## config.mk

```make
export PLATFORM = sky130hd
export DESIGN_NAME = secded16_encoder_flat
export DESIGN_NICKNAME = d
export VERILOG_FILES = /design/src/rtl/secded16_encoder_if.sv /design/src/rtl/secded16_encoder.sv /design/src/flat_wrapper.sv
export SDC_FILE = /design/constraint.sdc
export NUM_CORES = 1
export LEC_CHECK = 0
export CORE_ASPECT_RATIO = 1.75
export CORE_MARGIN = 4
export CORE_UTILIZATION = 51
export CTS_CLUSTER_DIAMETER = 80
export CTS_CLUSTER_SIZE = 25
export DETAILED_ROUTE_END_ITERATION = 8
export PLACE_DENSITY = 0.8
export REMOVE_ABC_BUFFERS = 1
export SLEW_MARGIN = 10
export SYNTH_ARGS = -nofsm -noshare
export SYNTH_HDL_FRONTEND = slang
export SYNTH_SLANG_ARGS = --single-unit
```

## constraint.sdc

```tcl
create_clock -name clk -period 2.36 [get_ports clk]
set_input_delay 0.354 -clock clk [delete_from_list [all_inputs] [get_ports clk]]
set_output_delay 0.354 -clock clk [all_outputs]
set_load 0.03 [all_outputs]
```

## src/rtl/secded16_encoder_if.sv

```systemverilog
// Valid/ready bundle between a word source, the SEC/DED encoder and a codeword sink.
// The master is the environment that drives words in and drains codewords out.
interface secded16_encoder_if;
    logic        in_valid;
    logic        in_ready;
    logic [15:0] in_data;
    logic [21:0] in_inj;
    logic        out_valid;
    logic        out_ready;
    logic [21:0] out_code;

    modport master (
        output in_valid, in_data, in_inj, out_ready,
        input  in_ready, out_valid, out_code
    );

    modport slave (
        input  in_valid, in_data, in_inj, out_ready,
        output in_ready, out_valid, out_code
    );
endinterface

```

## src/rtl/secded16_encoder.sv

```systemverilog
// Hamming(22,16) SEC/DED encoder with optional error-injection mask, buffered in a DEPTH-entry FIFO.
// One-cycle latency into an empty FIFO; in_ready is registered (occupancy < DEPTH), independent of out_ready.
module secded16_encoder #(
    parameter int DEPTH   = 2,
    parameter int COUNT_W = 16
) (
    input  logic               clk,
    input  logic               rst,
    secded16_encoder_if.slave  bus,
    output logic [COUNT_W-1:0] word_cnt,
    output logic [COUNT_W-1:0] inj_cnt
);
    localparam int         PTR_W   = (DEPTH > 2) ? 2 : 1;
    localparam logic [2:0] DEPTH_L = 3'(DEPTH);

    logic [PTR_W-1:0]   r_wr_ptr;
    logic [PTR_W-1:0]   r_rd_ptr;
    logic [2:0]         r_occ;
    logic               r_in_ready;
    logic               r_out_valid;
    logic [21:0]        r_mem [DEPTH];
    logic [COUNT_W-1:0] r_word_cnt;
    logic [COUNT_W-1:0] r_inj_cnt;

    logic               w_push;
    logic               w_pop;
    logic [2:0]         w_occ_nxt;
    logic [21:0]        w_code;

    // Data bits fill the non-power-of-two positions in ascending order; each check bit
    // at 2^k is the even parity of the data positions whose index has bit k set.
    function automatic logic [21:0] encode(input logic [15:0] d);
        logic [21:0] c;
        logic [4:0]  p;
        logic [4:0]  pk;
        logic [3:0]  j;
        logic        par;
        c = '0;
        j = '0;
        for (int i = 1; i < 22; i++) begin
            p = 5'(i);
            if ((p & (p - 5'd1)) != 5'd0) begin
                c[p] = d[j];
                j    = j + 4'd1;
            end
        end
        for (int k = 0; k < 5; k++) begin
            pk  = 5'd1 << k;
            par = 1'b0;
            for (int i = 3; i < 22; i++) begin
                p = 5'(i);
                if (((p & (p - 5'd1)) != 5'd0) && ((p & pk) != 5'd0))
                    par = par ^ c[p];
            end
            c[pk] = par;
        end
        c[0] = ^c[21:1];
        return c;
    endfunction

    assign w_push = bus.in_valid & r_in_ready;
    assign w_pop  = r_out_valid & bus.out_ready;
    assign w_code = encode(bus.in_data) ^ bus.in_inj;

    always_comb begin
        w_occ_nxt = r_occ;
        if (w_push && !w_pop)
            w_occ_nxt = r_occ + 3'd1;
        else if (!w_push && w_pop)
            w_occ_nxt = r_occ - 3'd1;
    end

    always_ff @(posedge clk) begin
        if (rst) begin
            r_wr_ptr    <= '0;
            r_rd_ptr    <= '0;
            r_occ       <= '0;
            r_in_ready  <= 1'b1;
            r_out_valid <= 1'b0;
            r_word_cnt  <= '0;
            r_inj_cnt   <= '0;
            for (int i = 0; i < DEPTH; i++)
                r_mem[i] <= '0;
        end else begin
            r_occ       <= w_occ_nxt;
            r_in_ready  <= (w_occ_nxt < DEPTH_L);
            r_out_valid <= (w_occ_nxt != 3'd0);
            if (w_push) begin
                r_mem[r_wr_ptr] <= w_code;
                r_wr_ptr        <= r_wr_ptr + 1'b1;
                if (r_word_cnt != '1)
                    r_word_cnt <= r_word_cnt + 1'b1;
                if ((bus.in_inj != 22'd0) && (r_inj_cnt != '1))
                    r_inj_cnt <= r_inj_cnt + 1'b1;
            end
            if (w_pop)
                r_rd_ptr <= r_rd_ptr + 1'b1;
        end
    end

    assign bus.in_ready  = r_in_ready;
    assign bus.out_valid = r_out_valid;
    assign bus.out_code  = r_mem[r_rd_ptr];
    assign word_cnt      = r_word_cnt;
    assign inj_cnt       = r_inj_cnt;
endmodule

```

## src/flat_wrapper.sv

```systemverilog
// flat-port wrapper written by rule: the top's interface ports become plain ports
module secded16_encoder_flat 
#(
    parameter int DEPTH   = 2,
    parameter int COUNT_W = 16
)
  (clk, rst, word_cnt, inj_cnt, bus_in_valid, bus_in_data, bus_in_inj, bus_out_ready, bus_in_ready, bus_out_valid, bus_out_code);
  secded16_encoder_if bus_i ();
  input  logic clk;
  input  logic rst;
  output logic [COUNT_W-1:0] word_cnt;
  output logic [COUNT_W-1:0] inj_cnt;
  input wire logic [$bits(bus_i.in_valid)-1:0] bus_in_valid;
  input wire logic [$bits(bus_i.in_data)-1:0] bus_in_data;
  input wire logic [$bits(bus_i.in_inj)-1:0] bus_in_inj;
  input wire logic [$bits(bus_i.out_ready)-1:0] bus_out_ready;
  output wire logic [$bits(bus_i.in_ready)-1:0] bus_in_ready;
  output wire logic [$bits(bus_i.out_valid)-1:0] bus_out_valid;
  output wire logic [$bits(bus_i.out_code)-1:0] bus_out_code;
  assign bus_i.in_valid = bus_in_valid;
  assign bus_i.in_data = bus_in_data;
  assign bus_i.in_inj = bus_in_inj;
  assign bus_i.out_ready = bus_out_ready;
  assign bus_in_ready = bus_i.in_ready;
  assign bus_out_valid = bus_i.out_valid;
  assign bus_out_code = bus_i.out_code;
  secded16_encoder #(.DEPTH(DEPTH), .COUNT_W(COUNT_W)) u_core (.clk(clk), .rst(rst), .bus(bus_i), .word_cnt(word_cnt), .inj_cnt(inj_cnt));
endmodule
```

# After elaboration in Yosys (flattened, before gate mapping)
# Memory sizes are Yosys's and may differ from the RTL's. A register that Yosys moved wholly into a read port is not among the register bits.
# Cells that the tools add are included.
# W data, S select, Z words.
dict set report classes {
  n_reduce_logical 11
  muxes 12
  n_addsub 6
  n_eq_ne 2
  bitwise 38
  order_cmp 1
}
# cell n
set ops {}
lappend ops {{$xor A1 B1 Y1} 35}
lappend ops {{$add A16 B1 Y16 const B} 2}
lappend ops {{$ne A16 B16 Y1 const B} 2}
lappend ops {{$mux W22} 1}
lappend ops {{$reduce_bool A22 Y1} 1}
lappend ops {{$reduce_or A22 Y1} 1}
lappend ops {{$xor A22 B22 Y22} 1}
lappend ops {{$reduce_xor A21 Y1} 1}
lappend ops {{$mux W1} 9}
lappend ops {{$mux W3} 2}
lappend ops {{$reduce_and A2 Y1} 2}
lappend ops {{$add A3 B1 Y3 const B} 1}
lappend ops {{$logic_and A1 B1 Y1} 3}
lappend ops {{$lt A3 B2 Y1 const B} 1}
lappend ops {{$reduce_bool A3 Y1} 1}
lappend ops {{$sub A3 B1 Y3 const B} 1}
lappend ops {{$add A1 B1 Y1 const B} 2}
lappend ops {{$and A1 B1 Y1} 2}
lappend ops {{$logic_not A1 Y1} 2}
dict set report word_totals {
  out_inout_bits 56
  ff_bits 39
  in_bits 42
  memories 1
  mem_bits_rw 44
}
# memory depth word_bits rd rd_clocked_by_memory_dff write_ports line
set memory_table {}
lappend memory_table {u_core.r_mem 2 22 1 1 2 secded16_encoder.sv:21} ;# logic [21:0] r_mem [DEPTH];

# Longest topological paths before layout
# Gate-level depths: netlist (run 1).
dict set report depth {
  word_depth 12
  ltp_mapped 7
  mapped_depth_nobuf 6
}

# Worst setup path before layout (run 1)
# No wires, ideal clock.
dict set report synth_path {
  path_kind {flip-flop to flip-flop}
  start {reg u_core.r_in_ready (netlist: u_core.bus.in_ready)}
  end {mem u_core.r_mem[0][0] (enable)}
  path_buffers 1
  arrival_ns 1.971
  setup_slack_ns -0.016
  t_required_ns 1.954
  path_stages_with_launch 4
  setup_ns 0.406
  path_cell_list {dfxtp_1 > nand2_1 > clkbuf_1 > o21bai_1}
}
# item line
set synth_rtl {}
lappend synth_rtl {{start: declaration} secded16_encoder.sv:19} ;# logic r_in_ready;
lappend synth_rtl {{start signal: assignment} secded16_encoder.sv:86} ;# r_in_ready <= (w_occ_nxt < DEPTH_L);
lappend synth_rtl {{end: declaration} secded16_encoder.sv:21}

==> results of run 1 <==
## path summary, 6_finish.rpt
kind / from / endpoint / slack (ns) / depth (start not counted)
max: register / bus_out_code[0] / 0.08 / 3
min: u_core.inj_cnt[15] / u_core.inj_cnt[15] / 0.52 / 2
max reg2reg: u_core.inj_cnt[0] / u_core.inj_cnt[5] / 0.48 / 5
min reg2reg: u_core.inj_cnt[15] / u_core.inj_cnt[15] / 0.52 / 2
## stage by stage
| step | power, uW | util |
|---|---|---|
| 5_1_grt | 4914 | 0.6995 |
| 2_1_floorplan | 2791 | - |
| 3_3_place_gp | 3378 | 0.6645 |
| 4_1_cts | 4745 | 0.6995 |
| 3_5_place_dp | 3419 | 0.6645 |
| 6_report | 4697 | 0.6995 |
## state kept, by name (all words and copies together), names as in the netlist, named ones only
register	count
u_core.bus.out_valid	1
u_core.bus.in_ready	1
u_core.inj_cnt	16
u_core.word_cnt	16
u_core.r_wr_ptr	1
u_core.r_occ	3
u_core.r_rd_ptr	1
u_core.r_mem	44
## worst max-delay path: cells and delay by family, from the launching register on
| kind | cells | cell delay, ns |
|---|---|---|
| muxes | 1 | 0.40 |
| buffers and inverters | 2 | 0.89 |
| DFF | 1 | 0.31 |
## cell families (layout without fill, tap and decap cells)
kind of cell / Yosys count / after routing
compound gates: 31 / 31
xor+xnor: 69 / 69
fa+ha+maj: 4 / 4
buf+inv: 21 / 134
flops: 84 / 84
mux: 29 / 29
simple gates: 175 / 175
## routing by layer
metal | vias up | global-route usage | routed length, um
li1 | 1683 | - | -
met1 | 1654 | 0.2448 | 4235
met2 | 107 | 0.3861 | 5325
met3 | 9 | 0.03729 | 447
met4 | 0 | 0.08805 | 158
met5 | - | 0 | 0
## cell usage after synthesis (2+ instances only)
| master | count | area (um2) |
|---|---|---|
| a21oi_1 | 12 | 60.06 |
| and2_1 | 2 | 12.51 |
| and3_1 | 3 | 18.77 |
| and4_1 | 3 | 26.28 |
| buf_1 | 3 | 11.26 |
| buf_2 | 2 | 10.01 |
| clkbuf_1 | 11 | 41.29 |
| dfxtp_1 | 40 | 800.8 |
| edfxtp_1 | 44 | 1321 |
| ha_1 | 4 | 50.05 |
| inv_1 | 3 | 11.26 |
| mux2_2 | 29 | 326.6 |
| nand2_1 | 12 | 45.04 |
| nand3_1 | 13 | 65.06 |
| nand4_1 | 11 | 68.82 |
| nor2_1 | 77 | 289.0 |
| nor2b_1 | 8 | 50.05 |
| nor3_1 | 11 | 55.05 |
| nor3b_1 | 2 | 15.01 |
| nor4_1 | 12 | 75.07 |
| o21ai_0 | 8 | 40.04 |
| o31ai_1 | 3 | 22.52 |
| or3_1 | 7 | 43.79 |
| or4_1 | 5 | 37.54 |
| xnor2_1 | 61 | 534.3 |
| xnor2_2 | 2 | 32.53 |
| xor2_1 | 4 | 35.03 |
## power by group through the flow
stage          Combinational [uW]  Clock, uW  Sequential (uW)
4_1_cts                      1590       1340             1810
2_1_floorplan                 867          0             1920
3_3_place_gp                 1550          0             1830
6_report                     1570       1310             1810
5_1_grt                      1680       1400             1830
3_5_place_dp                 1570          0             1850
## area by class of cell
class,instances,share of cell area
Timing Repair Buffer,115,0.1958
Clock buffer,10,0.04137
Tap cell,92,0.01993
Inverter,3,0.001949
Clock inverter,6,0.008664
Sequential cell,84,0.3673
Multi-Input combinational cell,308,0.3650
==> metrics.log, run 1 <==
[metrics] x dimension of the die: 77.57 um
[metrics] slowest cell on the critical path: clkdlybuf4s50_1
[metrics] antenna fix cells: 0
[metrics] clock slew at the register clock pins of the worst setup and hold paths: 0.06 ns
[metrics] XOR/XNOR share of the synthesized area: 0.1501
[metrics] internal portion of total power: 3204 uW
[metrics] count of buffers added by post-CTS timing repair for setup: 0
[metrics] post-route cell area: 0.005777 mm2
[metrics] routed wire length: 10.17 mm
[metrics] setup TNS: 0 ns
[metrics] status: finished clean
[metrics] Vert. Die Dim: 129.7 um
[metrics] number of clock buffers inserted by TritonCTS: 9
[metrics] count of input and output buffers: 97
[metrics] portion of total power attributed to the clock network: 0.280
[metrics] cell count after synthesis: 413
[metrics] number of setup violations in the final report: 0
[metrics] clock root buffer master: clkbuf_16
[metrics] sequential-to-total area share from yosys stat: 0.4913
[metrics] maximum ir drop on the vdd rail: 0.5951 mV
[metrics] DRC errors left: 0
[metrics] Worst Tran Pin Value: 0.4824 ns
[metrics] initial core utilization: 0.5230
[metrics] Multi-input gate area: 0.002108 mm2
[metrics] gp weighted congestion: 0.9038
[metrics] top achievable clock speed: 0.4388 GHz
[metrics] vias after detailed routing: 3,453
[metrics] fraction of registers with async set or reset after synthesis: 0
[metrics] commonest cells after routing, fill and taps aside: clkdlybuf4s50_1 (97), nor2_1 (77), xnor2_1 (61)
[metrics] fraction of the mapped netlist area in compound gates: 0.04258
[metrics] Rows: 44
[metrics] largest net degree at the start of global routing: 32
[metrics] htree depth: 3
[metrics] placed cell count: 602
[metrics] residual antenna-violating net count after detailed routing: 0
[metrics] Switching Share: 0.3179
[metrics] setup repair after global routing missed its margin: false
[metrics] CTS tree: done
[metrics] top-level I/O count: 98
[metrics] Cell Pwr Density: 813.0 mW/mm2
[metrics] register share of total power: 0.386
[metrics] number of pins with negative max-slew slack in the final report: 0
[metrics] Total Routing Usage GR: 0.2122
[metrics] via count of the first global-routing pass: 3,468
[metrics] arrival time worst endpoint: 1.92 ns
[metrics] Pre-Repair DR Iteration Count: 4
[metrics] hold_buf cts: 0
[metrics] global-route wire length before repair: 16.82 mm
[metrics] summed instance area of the synthesized netlist: 0.004319 mm2
[metrics] most frequent standard cell in the layout excluding fill and tap cells: clkdlybuf4s50_1
[metrics] number of nets in the finished design: 567
[metrics] Via density: 5.587
[metrics] category of the worst setup path launch point: register
[metrics] critical-path cell list: buf_4, mux2_2, clkdlybuf4s50_1
[metrics] critical path required time: 2.01 ns
[metrics] Final Skew: 0.004437 ns
[metrics] Core Area: 0.008258 mm2
[metrics] pre-CTS setup slack: 0.05726 ns
[metrics] final cycle utilization of the critical path: 0.9657
[metrics] DRC violation total after the first TritonRoute iteration: 135
[metrics] classification of the worst-slack hold path: register to register
[metrics] buffers from clock root to sink, at most: 2
[metrics] synthesis-stage register bit count: 84
[metrics] layout cells sized above 1: 0.1369
[metrics] initial antenna violation count: 0
[metrics] kind of end point of the critical path: output port
[metrics] switching pwr: 1493 uW
[metrics] critical path's largest stage delay: 0.60 ns
[metrics] DP HPWL: 7.562 mm
[metrics] average detailed-routed wire length per instance: 16.45 um
[metrics] Post-synth EDFFs: 44
[metrics] dpl cell area: 0.005488 mm2
[metrics] total die area: 0.01006 mm2
[metrics] synthesis-to-layout area growth: 33.75%
[metrics] Filler cells: 650
[metrics] maximum net fanout on the critical path: 22
[metrics] maximum capacitance violations: 0
[metrics] worst slew margin relative to its limit: 0.6784
[metrics] synth warn: 0
[metrics] Overflow after GRT: 0
[metrics] Comb power frac: 0.334
[metrics] multiplexer share of the synthesized area: 0.07561
[metrics] Crit Path Category: register to output port
[metrics] Post-CTS Resized: 0
[metrics] leakage: 0.002034 uW
[metrics] Sequential Area: 0.002122 mm2
[metrics] synthesized area divided by synthesized cell count: 10.46 um2
[metrics] Post-synth top flop: edfxtp_1
[metrics] clock latency at the later pin of the worst-skew pair: 0.33 ns
[metrics] Cell Count, Final, Fillers Out: 618
[metrics] shortest period the worst path allows: 2.279 ns
[metrics] Final Hold Viols: 0
[metrics] number of sinks on the clock net: 84
[metrics] worst setup slack after layout: 0.08100 ns
[metrics] main combinational cell family by area after synthesis: simple AND/OR/NAND/NOR gates
[metrics] distinct cell type count of the synthesized netlist: 48
[metrics] share of synthesized cell area in and, or, nand and nor gates: 0.2074
[metrics] hold slack final: 0.5172 ns
[metrics] adder-cell share of the synthesized area: 0.01159
Note: power is estimated with default switching activity, not from simulation.
==> run 2: changes to the inputs <==
--- a/config.mk
+++ b/config.mk
@@ -12,7 +12,6 @@
 export CTS_CLUSTER_SIZE = 25
 export DETAILED_ROUTE_END_ITERATION = 8
 export PLACE_DENSITY = 0.8
-export REMOVE_ABC_BUFFERS = 1
 export SLEW_MARGIN = 10
 export SYNTH_ARGS = -nofsm -noshare
 export SYNTH_HDL_FRONTEND = slang
==> metrics.log, run 2 (same netlist as run 1, synthesis figures left out) <==
[metrics] layout cells sized above 1: 0.1385
[metrics] number of nets in the finished design: 568
[metrics] Total Routing Usage GR: 0.2223
[metrics] average detailed-routed wire length per instance: 17.19 um
[metrics] Vert. Die Dim: 129.7 um
[metrics] Via density: 5.653
[metrics] maximum ir drop on the vdd rail: 0.5108 mV
[metrics] met3 Use GR: 0.05180
[metrics] clock latency at the later pin of the worst-skew pair: 0.34 ns
[metrics] number of sinks on the clock net: 84
[metrics] Filler cells: 602
[metrics] setup repair after global routing missed its margin: false
[metrics] routed wire length: 10.64 mm
[metrics] status: finished clean
[metrics] DRC violation total after the first TritonRoute iteration: 191
[metrics] total die area: 0.01006 mm2
[metrics] maximum capacitance violations: 0
[metrics] DP HPWL: 7.706 mm
[metrics] number of pins with negative max-slew slack in the final report: 0
[metrics] final cycle utilization of the critical path: 0.9534
[metrics] number of clock buffers inserted by TritonCTS: 9
[metrics] clock slew at the register clock pins of the worst setup and hold paths: 0.06 ns
[metrics] Reg-to-Reg End: u_core.inj_cnt[5]
[metrics] clock root buffer master: clkbuf_16
[metrics] htree depth: 3
[metrics] max reg flops: 44
[metrics] largest register by flop count: u_core.r_mem
[metrics] maximum net fanout on the critical path: 22
[metrics] buffers from clock root to sink, at most: 2
[metrics] Final Hold Viols: 0
[metrics] number of stages on the worst hold path: 2
[metrics] flop2flop setup slack: 0.49 ns
[metrics] largest net degree at the start of global routing: 25
[metrics] critical path required time: 2.01 ns
[metrics] DRC errors left: 0
[metrics] synthesis-to-layout area growth: 34.82%
[metrics] via count of the first global-routing pass: 3,584
[metrics] Pre-Repair DR Iteration Count: 4
[metrics] classification of the worst-slack hold path: register to register
[metrics] origin of the worst min-delay path: u_core.r_rd_ptr
[metrics] Overflow after GRT: 0
[metrics] gp weighted congestion: 0.8548
[metrics] Crit Path Category: register to output port
[metrics] worst slew margin relative to its limit: 0.6936
[metrics] kind of end point of the critical path: output port
[metrics] count of input and output buffers: 97
[metrics] origin of the critical flop-to-flop path: u_core.inj_cnt[0]
[metrics] x dimension of the die: 77.57 um
[metrics] Final Skew: 0.003451 ns
[metrics] Top Usage Layer GRT: met2
[metrics] Multi-input gate area: 0.002108 mm2
[metrics] setup TNS: 0 ns
[metrics] fraction of met1 tracks used by global routing: 0.2430
[metrics] global-route wire length before repair: 17.54 mm
[metrics] CTS tree: done
[metrics] most frequent standard cell in the layout excluding fill and tap cells: clkdlybuf4s50_1
[metrics] Core Area: 0.008258 mm2
[metrics] initial antenna violation count: 0
[metrics] number of nets in the synthesized netlist: 459
[metrics] vias after detailed routing: 3,499
[metrics] Sequential Area: 0.002122 mm2
[metrics] leakage: 0.002061 uW
[metrics] met2 track demand over resource: 0.4121
[metrics] overall power consumption: 4914 uW
[metrics] count of buffers added by post-CTS timing repair for setup: 0
[metrics] Worst Tran Pin Value: 0.4595 ns
[metrics] top-level I/O count: 98
[metrics] residual antenna-violating net count after detailed routing: 0
[metrics] depth of the most critical reg-to-reg path: 5
[metrics] top achievable clock speed: 0.4444 GHz
[metrics] category of the worst setup path launch point: register
[metrics] shortest period the worst path allows: 2.250 ns
[metrics] Rows: 44
[metrics] initial core utilization: 0.5230
[metrics] Cell Pwr Density: 843.9 mW/mm2
[metrics] commonest cells after routing, fill and taps aside: clkdlybuf4s50_1 (97), nor2_1 (77), xnor2_1 (61)
[metrics] number of setup violations in the final report: 0
[metrics] antenna fix cells: 0
[metrics] utilization of the core after routing: 0.7052
[metrics] arrival time worst endpoint: 1.90 ns
-- run 2: how the worst max path moves through the flow --
stage	to	cells after the start	startpoint	slack [ns]
after global placement	u_core.inj_cnt[14]	7	bus_in_inj[3]	0.08
after global routing	bus_out_code[0]	3	register	0.06
after detailed placement	u_core.inj_cnt[14]	7	bus_in_inj[2]	0.03
final	bus_out_code[0]	3	register	0.11
after CTS	bus_out_code[0]	3	register	0.02
after floorplan	u_core.r_mem[1][0]	4	u_core.bus.in_ready	0.44
-- run 2: report_power, final --
| part | switching (uW) | total (uW) | leakage, uW | internal, uW |
|---|---|---|---|---|
| clock network | 575 | 1510 | 0.000156 | 933 |
| registers | 70.5 | 1810 | 0.000789 | 1740 |
| logic | 869 | 1590 | 0.00112 | 723 |
| total | 1510 | 4910 | 0.00206 | 3400 |
-- run 2: stage by stage --
stage | hold slack, ns | instances | instance area (um2) | setup slack (ns)
after CTS | 0.5084 | 619 | 5819 | 0.01879
after detailed placement | 0.4949 | 603 | 5495 | 0.03409
final | 0.5079 | 619 | 5823 | 0.1099
after global routing | 0.5291 | 619 | 5823 | 0.05543
after global placement | 0.4856 | 603 | 5495 | 0.08362
after floorplan | 0.4725 | 413 | 4323 | 0.4374
-- run 2: metal layers --
metal / share of wire / wire [um]
met5: 0 / 0
met4: 0.016 / 172
met3: 0.051 / 539
met2: 0.55 / 5846
met1: 0.38 / 4082
-- run 2: what timing repair did --
item                                    4_1_cts  5_1_grt
gates resized for setup                       0        1
endpoints found under the setup margin        0        3
hold buffers                                  0        0
-- run 2: final cells by class --
class | count | area share
Clock buffer | 9 | 0.03868
Clock inverter | 7 | 0.01697
Inverter | 3 | 0.001934
Multi-Input combinational cell | 308 | 0.3621
Sequential cell | 84 | 0.3644
Tap cell | 92 | 0.01977
Timing Repair Buffer | 116 | 0.1962
-- run 2: critical path, cell delays in order, from the launching register on --
cell and delay [ns]:
dfxtp_1 0.32, buf_6 0.24, mux2_2 0.40, clkdlybuf4s50_1 0.60
